`config.mk`:
```
export PLATFORM = sky130hd
export DESIGN_NAME = bp_me_burst_arbiter
export DESIGN_NICKNAME = d
export VERILOG_FILES = /design/src/rtl/bp_me_burst_arbiter.sv
export SDC_FILE = /design/constraint.sdc
export NUM_CORES = 1
export LEC_CHECK = 0
export BUFFER_PORTS_ARGS = -buffer_cell sky130_fd_sc_hd__buf_2
export CORE_AREA = 4 4 156 158
export CTS_CLUSTER_SIZE = 20
export DETAILED_ROUTE_END_ITERATION = 6
export DIE_AREA = 0 0 160 162
export PLACE_DENSITY = 0.49
export SYNTH_ARGS = -nofsm -noshare
export SYNTH_HDL_FRONTEND = slang
export SYNTH_SLANG_ARGS = --single-unit
```
`constraint.sdc`:
```
create_clock -name clk_i -period 2.3 [get_ports clk_i]
set_input_delay 0.46 -clock clk_i [delete_from_list [all_inputs] [get_ports clk_i]]
set_output_delay 0.46 -clock clk_i [all_outputs]
set_load 0.005 [all_outputs]
```
`src/rtl/bp_me_burst_arbiter.sv`:
```
// Round-robin arbiter merging several BedRock header/data burst streams.
// A grant is held from header acceptance through the last data beat.
module bp_me_burst_arbiter #(
   parameter int num_req_p      = 2,
   parameter int header_width_p = 64,
   parameter int data_width_p   = 64,
   localparam int lg_num_req_lp = $clog2(num_req_p)
) (
   input  logic                                clk_i,
   input  logic                                reset_n_i,
   input  logic [num_req_p*header_width_p-1:0] header_i,
   input  logic [num_req_p-1:0]                header_v_i,
   input  logic [num_req_p-1:0]                header_has_data_i,
   output logic [num_req_p-1:0]                header_ready_and_o,
   input  logic [num_req_p*data_width_p-1:0]   data_i,
   input  logic [num_req_p-1:0]                data_v_i,
   input  logic [num_req_p-1:0]                data_last_i,
   output logic [num_req_p-1:0]                data_ready_and_o,
   output logic [header_width_p-1:0]           header_o,
   output logic                                header_v_o,
   input  logic                                header_ready_and_i,
   output logic [data_width_p-1:0]             data_o,
   output logic                                data_v_o,
   input  logic                                data_ready_and_i,
   output logic [lg_num_req_lp-1:0]            grant_id_o
);

   typedef enum logic [1:0] {
      e_idle,
      e_hdr_wait,
      e_data
   } state_e;

   state_e state_r, state_n;

   logic [lg_num_req_lp-1:0] grant_r, grant_n;
   logic [lg_num_req_lp-1:0] last_r, last_n;
   logic [lg_num_req_lp-1:0] winner;
   logic [lg_num_req_lp-1:0] cand;
   logic [lg_num_req_lp-1:0] sel;
   logic                     found;
   logic                     any_v;

   logic [header_width_p-1:0] hdr_a [num_req_p];
   logic [data_width_p-1:0]   dat_a [num_req_p];

   always_comb begin
      for (int k = 0; k < num_req_p; k++) begin
         hdr_a[k] = header_i[k*header_width_p +: header_width_p];
         dat_a[k] = data_i[k*data_width_p +: data_width_p];
      end
   end

   assign any_v = |header_v_i;

   // Search starts just past the last completed grant and wraps.
   always_comb begin
      winner = last_r;
      cand   = last_r;
      found  = 1'b0;
      for (int i = 1; i <= num_req_p; i++) begin
         cand = lg_num_req_lp'((int'(last_r) + i) % num_req_p);
         if (!found && header_v_i[cand]) begin
            winner = cand;
            found  = 1'b1;
         end
      end
   end

   assign sel      = (state_r == e_idle) ? winner : grant_r;
   assign header_o = hdr_a[sel];
   assign data_o   = dat_a[grant_r];

   always_comb begin
      state_n            = state_r;
      grant_n            = grant_r;
      last_n             = last_r;
      header_v_o         = 1'b0;
      header_ready_and_o = '0;
      data_v_o           = 1'b0;
      data_ready_and_o   = '0;
      grant_id_o         = last_r;

      unique case (state_r)
         e_idle: begin
            header_v_o = any_v;
            if (any_v) begin
               grant_id_o                 = winner;
               header_ready_and_o[winner] = header_ready_and_i;
               if (header_ready_and_i) begin
                  if (header_has_data_i[winner]) begin
                     grant_n = winner;
                     state_n = e_data;
                  end else begin
                     last_n = winner;
                  end
               end else begin
                  grant_n = winner;
                  state_n = e_hdr_wait;
               end
            end
         end
         e_hdr_wait: begin
            grant_id_o                  = grant_r;
            header_v_o                  = header_v_i[grant_r];
            header_ready_and_o[grant_r] = header_ready_and_i;
            // A dropped valid is illegal; fall back to idle rather than hang.
            if (!header_v_i[grant_r]) begin
               state_n = e_idle;
            end else if (header_ready_and_i) begin
               if (header_has_data_i[grant_r]) begin
                  state_n = e_data;
               end else begin
                  last_n  = grant_r;
                  state_n = e_idle;
               end
            end
         end
         e_data: begin
            grant_id_o                = grant_r;
            data_v_o                  = data_v_i[grant_r];
            data_ready_and_o[grant_r] = data_ready_and_i;
            if (data_v_i[grant_r] && data_ready_and_i
                && data_last_i[grant_r]) begin
               last_n  = grant_r;
               state_n = e_idle;
            end
         end
         default: begin
            state_n = e_idle;
         end
      endcase

      if (!reset_n_i) begin
         header_v_o         = 1'b0;
         header_ready_and_o = '0;
         data_v_o           = 1'b0;
         data_ready_and_o   = '0;
         grant_id_o         = lg_num_req_lp'(num_req_p - 1);
      end
   end

   always_ff @(posedge clk_i or negedge reset_n_i) begin
      if (!reset_n_i) begin
         state_r <= e_idle;
         grant_r <= '0;
         last_r  <= lg_num_req_lp'(num_req_p - 1);
      end else begin
         state_r <= state_n;
         grant_r <= grant_n;
         last_r  <= last_n;
      end
   end

endmodule
```
### Word level (Yosys, flattened, before mapping)

Index checks and enable logic that the tools add are counted.

* equal/unequal tests: 12
* $lt $le $gt $ge: 8
* $add $sub $neg: 2
* bitwise gates (word level): 5
* divide/modulo/power cells: 0
* reductions and logical operators: 13
* shift operators: 0
* mux-type cells: 58
* multiply operators: 0

Operator list (count)
* $mux W64: 6
* $mux W1: 34
* $mux W2: 11
* $ne A2 B2 Y1 const B: 7
* $lt A1 B2 Y1 const B: 4
* $reduce_and A8 Y1: 1
* $and A2 B2 Y2: 3
* $pmux W2 S3: 1
* $logic_and A1 B1 Y1: 5
* $ge A2 B2 Y1 const B: 2
* $not A1 Y2: 2
* $pmux W1 S2: 2
* $pmux W2 S2: 1
* $reduce_and A4 Y1: 1
* $reduce_or A2 Y1: 2
* $ne A3 B2 Y1 const B: 1
* $ne A3 B3 Y1 const B: 1
* $pmux W1 S3: 1
* $reduce_and A3 Y1: 1
* $reduce_bool A3 Y1: 1
* $add A1 B1 Y1 const B: 2
* $demux W1 S1: 2
* $eq A2 B1 Y1 const B: 1
* $eq A2 B2 Y1 const B: 1
* 4 further kinds: 5

* bits in latches: 0
* bits of input ports: 268
* memory bits (read-only): 0
* output and inout port bits: 135
* bits in writable memories: 0
* logic and storage cells: 101
* memories: 0
* flip-flop bits (word level): 4

### Depth between registers and ports, before layout

* depth in word-level cells: 15
* gate-level depth with buffers: 7
* depth with buffers taken out: 7

### Worst setup path before layout

Ideal clock, no wire load.

* kind: flip-flop to output port
* start: register state_r[0]
* end: output header_o[10]
* cell stages (with the launch flop): 6
* required time: 1.840 ns
* data arrival time: 1.744 ns
* setup slack: 0.096 ns
* buffers on the path: 1
* cell sequence: dfrtp_1 > inv_1 > ha_1 > mux2i_4 > buf_8 > mux2_4

* longest elaborated chain between the ends: 6

RTL lines
* start, declared: line 34 `state_e state_r, state_n;`
* start signal, assigned: line 145 `state_r <= e_idle;`
* start signal, assigned: line 149 `state_r <= state_n;`
* $logic_not A2 Y1: line 70 `assign sel = (state_r == e_idle) ? winner : grant_r;`
* $mux W1: line 70
* $not A1 Y2 (implied by the code): line 71 `assign header_o = hdr_a[sel];`
* $mux W64 (implied by the code) (3 in a row): line 71
* end, declared: line 19 `output logic [header_width_p-1:0] header_o,`

Every way passes these cells. The select of a mux whose other input is x is not followed.

### Worst setup path in the final report

* start: register last_r
* end: output header_o[13]

* longest elaborated chain between the ends: 12
* elaborated cells between the ends (all ways): 16
* those cells by class: add/sub (2); mux (11); bitwise (1); reduce/logical (2)

RTL lines
* start, declared: line 37 `logic [lg_num_req_lp-1:0] last_r, last_n;`
* start signal, assigned: line 147 `last_r <= lg_num_req_lp'(num_req_p - 1);`
* start signal, assigned: line 151 `last_r <= last_n;`
* $add A1 B1 Y1: line 62 `cand = lg_num_req_lp'((int'(last_r) + i) % num_req_p);`
* $mux W1 (implied by the code) (2 in a row): line 63 `if (!found && header_v_i[cand]) begin`
* $mux W1: line 63
* $logic_not A1 Y1: line 63
* $logic_and A1 B1 Y1: line 63
* $mux W1 (*): line 63
* $mux W1 (*): line 70
* $not A1 Y2 (implied by the code) (*): line 71
* $mux W64 (implied by the code) (*) (3 in a row): line 71

Every way passes the cells marked *; elsewhere a longest branch is shown, timed or not. The select of a mux whose other input is x is not followed.

==> reports/metrics.csv <==
stage,metric,value,unit
timing,worst_pin_slew,0.227,ns
critical_path,cp_max_fo,7,
synth,synth-xor-area-share,0,
critical_path,critPathLaunchType,flop,
clock_network,cts_tree,built,
floorplanning,ios,403,
place,io_buffers,402,
cells_and_area,nNetsFinal,905,
place,dp_cells,904,
drt,detail-route-antenna-nets,0,
clock_network,cts_inserted_buffers,3,
run_status,violations,negative setup slack,
timing,slew_headroom,0.848,
synth,ys_seq_area_frac,0.0435,
synth,syn-num-nets,482,
critical_path,arrival,1.98,ns
clock_network,cts_max_path_buffers,2,
synth,synth_top_family_by_area,multiplexers,
grt,antenna_found_initial,0,
floorplanning,core,23100,um^2
place,dp_hpwl,13600,um
synth,synthFlopType,dfrtp_1,
floorplanning,fp-row-count,56,
synth,syn_inst,210,
timing,fmax,0.410,GHz
synth,ys_types,35,
timing,fin_crit,2.44,ns
synth,synth_top_area_share,0.387,
pwr,vdd_drop_max,0.351,mV
timing,rsz0062_at_grt,true,
grt,grt_pass1_vias,3589,
floorplanning,die_y,162,um
drt,dr_total_vias,3427,
timing,setup_violations,64,
synth,synth_seq_cells,4,
synth,synth-adder-area-share,0.0215,
timing,hold_viol_final,0,
drt,wl_per_cell,16.7,um
drt,dr.pass1.iters,4,
hold_path,hp-class,in2async,
synth,synth_mux_area_frac,0.739,
timing,tns,-5.33,ns
critical_path,critPathCaptureType,output pin,
clock_network,cts.sinks,4,
floorplanning,initial_utilization,0.101,
synth,syn-cell-area,2330,um^2
grt,grt_pass1_wl,21100,um
floorplanning,die_x,160,um
drt,via_per_inst,3.72,
synth,synth-simple-area-share,0.0473,
cells_and_area,diodes,0,
cells_and_area,stdcell_count,922,
grt,grt_max_degree,37,
clock_network,htreeDepth,1,
synth,synth_top_area_cell,mux2_4,
place,place_area,4750,um^2
critical_path,critPathKind,reg2out,
grt,grt_util_all_layers,0.105,
cells_and_area,drive_above_1_share,0.916,
synth,syn_avg_cell_area,11.1,um^2
drt,routed_wl,15400,um
clock_network,clk_pin_slew,0.03,ns
synth,synth-edff-count,0,
synth,yosys_warnings,0,
synth,synth_top_cells_by_count,"mux2_2 (70), mux2_4 (60), o21ai_0 (9)",
floorplanning,die-area,25900,um^2
place,place.gp.congestion,0.771,
grt,grt.overflow.total,0,
drt,route.detailed.drc,0,
clock_network,insertion_delay,0.23,ns
timing,clock_skew,0.00204,ns
synth,synth_most_common_cell,mux2_2,
critical_path,cp_data_required_time,1.84,ns
clock_network,root_buffer,clkbuf_16,
run_status,status,finished with violations,
synth,async_reset_ff_frac,1.00,
synth,synth-compound-area-share,0.0784,
drt,drtIter0Drc,89,
pwr,p_per_area,1110,nW/um^2
timing,fin_ws,-0.142,ns
timing,layout_worst_path_cycle_share,1.06,
cells_and_area,syn_to_final_growth,130,%
synth,synth.area.top_cells,"mux2_4 (39%), mux2_2 (34%), buf_8 (3.9%), dfrtp_1 (3.2%), ha_1 (2.1%)",
timing,timing.hold.ws,0.0704,ns
pwr,power.total,5.95,mW
cells_and_area,final_design_area_no_fill,5350,um^2
timing,report.final.slew_viol_count,0,
pwr,p_leak,2.92,nW
job,cap_violations,0,
## repair_timing
item                                    CTS  global route
endpoints found under the setup margin   63            64
hold endpoints to repair                  0             0
buffers inserted                          7             4
resized for setup                        61             7
pin swaps                                 1             2
hold buffers                              0             0
cloned                                    3             0
## metal layers
metal,routed length (um),vias up,global-route usage
met5,0,-,0
met4,10,0,0.00548
met3,1710,2,0.0411
met2,8320,244,0.209
met1,5350,1542,0.107
li1,-,1639,-
## layout make-up
type	count	area [um^2]
multi-input combinational	185	2100
inverter	5	18.8
clock buffer	4	78.8
fill	2559	17800
timing repair buffer	434	2680
sequential	4	105
tap	290	363
## report_power, final
part	switching (mW)	internal, mW
clock network	0.0533	0.229
logic	2.08	3.41
registers	0.0612	0.120
total	2.19	3.76
## per-stage QoR
step	setup slack, ns	util
after global placement	0.0639	0.205
final	-0.142	0.231
after detailed placement	0.0359	0.205
after CTS	-0.155	0.229
after floorplan	0.0960	-
after global routing	-0.206	0.231
## logic make-up (layout without fill, tap and decap cells)
family,Yosys count,in the layout
multiplexers,132,132
AO/OA/AOI/OAI,27,27
AND/OR/NAND/NOR,22,22
buffers and inverters,21,443
adder cells (fa/ha/maj),4,4
flip-flops,4,4
## state kept, by name, indices dropped and copies added (netlist names)
name / flops
last_r: 1
state_r: 2
grant_r: 1
## cell usage in the layout, fill, tap and decap left out, types with 2 or more instances in the layout
cell type    n
buf_2      358
mux2_2      67
mux2_4      63
buf_6       47
buf_4       20
o21ai_0      9
nand2_1      7
nor2_1       5
a21oi_1      5
buf_16       5
a221oi_1     3
inv_1        3
ha_1         3
clkbuf_16    3
buf_12       3
inv_2        2
nor2b_1      2
dfrtp_1      2
## worst max-delay path, stage by stage (launching register included)
cell	delay, ns
dfstp_2	0.59
nor2_4	0.05
a21oi_4	0.15
mux2i_4	0.10
buf_12	0.15
buf_8	0.13
buf_16	0.14
mux2_4	0.30
buf_6	0.12
## final timing paths
| check | startpoint | to | slack (ns) | cells past startpoint |
|---|---|---|---|---|
| worst max-delay path | last_r$_DFFE_PN1P_ | header_o[13] | -0.14 | 8 |
| min in group clk_i | header_has_data_i[1] | grant_r$_DFFE_PN0P_ | 0.61 | 3 |
| worst max register to register | state_r[1]$_DFFE_PN0P_ | last_r$_DFFE_PN1P_ | 0.26 | 9 |
| worst min register to register | state_r[0]$_DFFE_PN0P_ | state_r[0]$_DFFE_PN0P_ | 0.63 | 2 |
| max in group asynchronous | reset_n_i | last_r$_DFFE_PN1P_ | 1.99 | 1 |
| worst min-delay path | reset_n_i | state_r[1]$_DFFE_PN0P_ | 0.07 | 1 |
No activity file was read; power rests on OpenSTA's default activity.
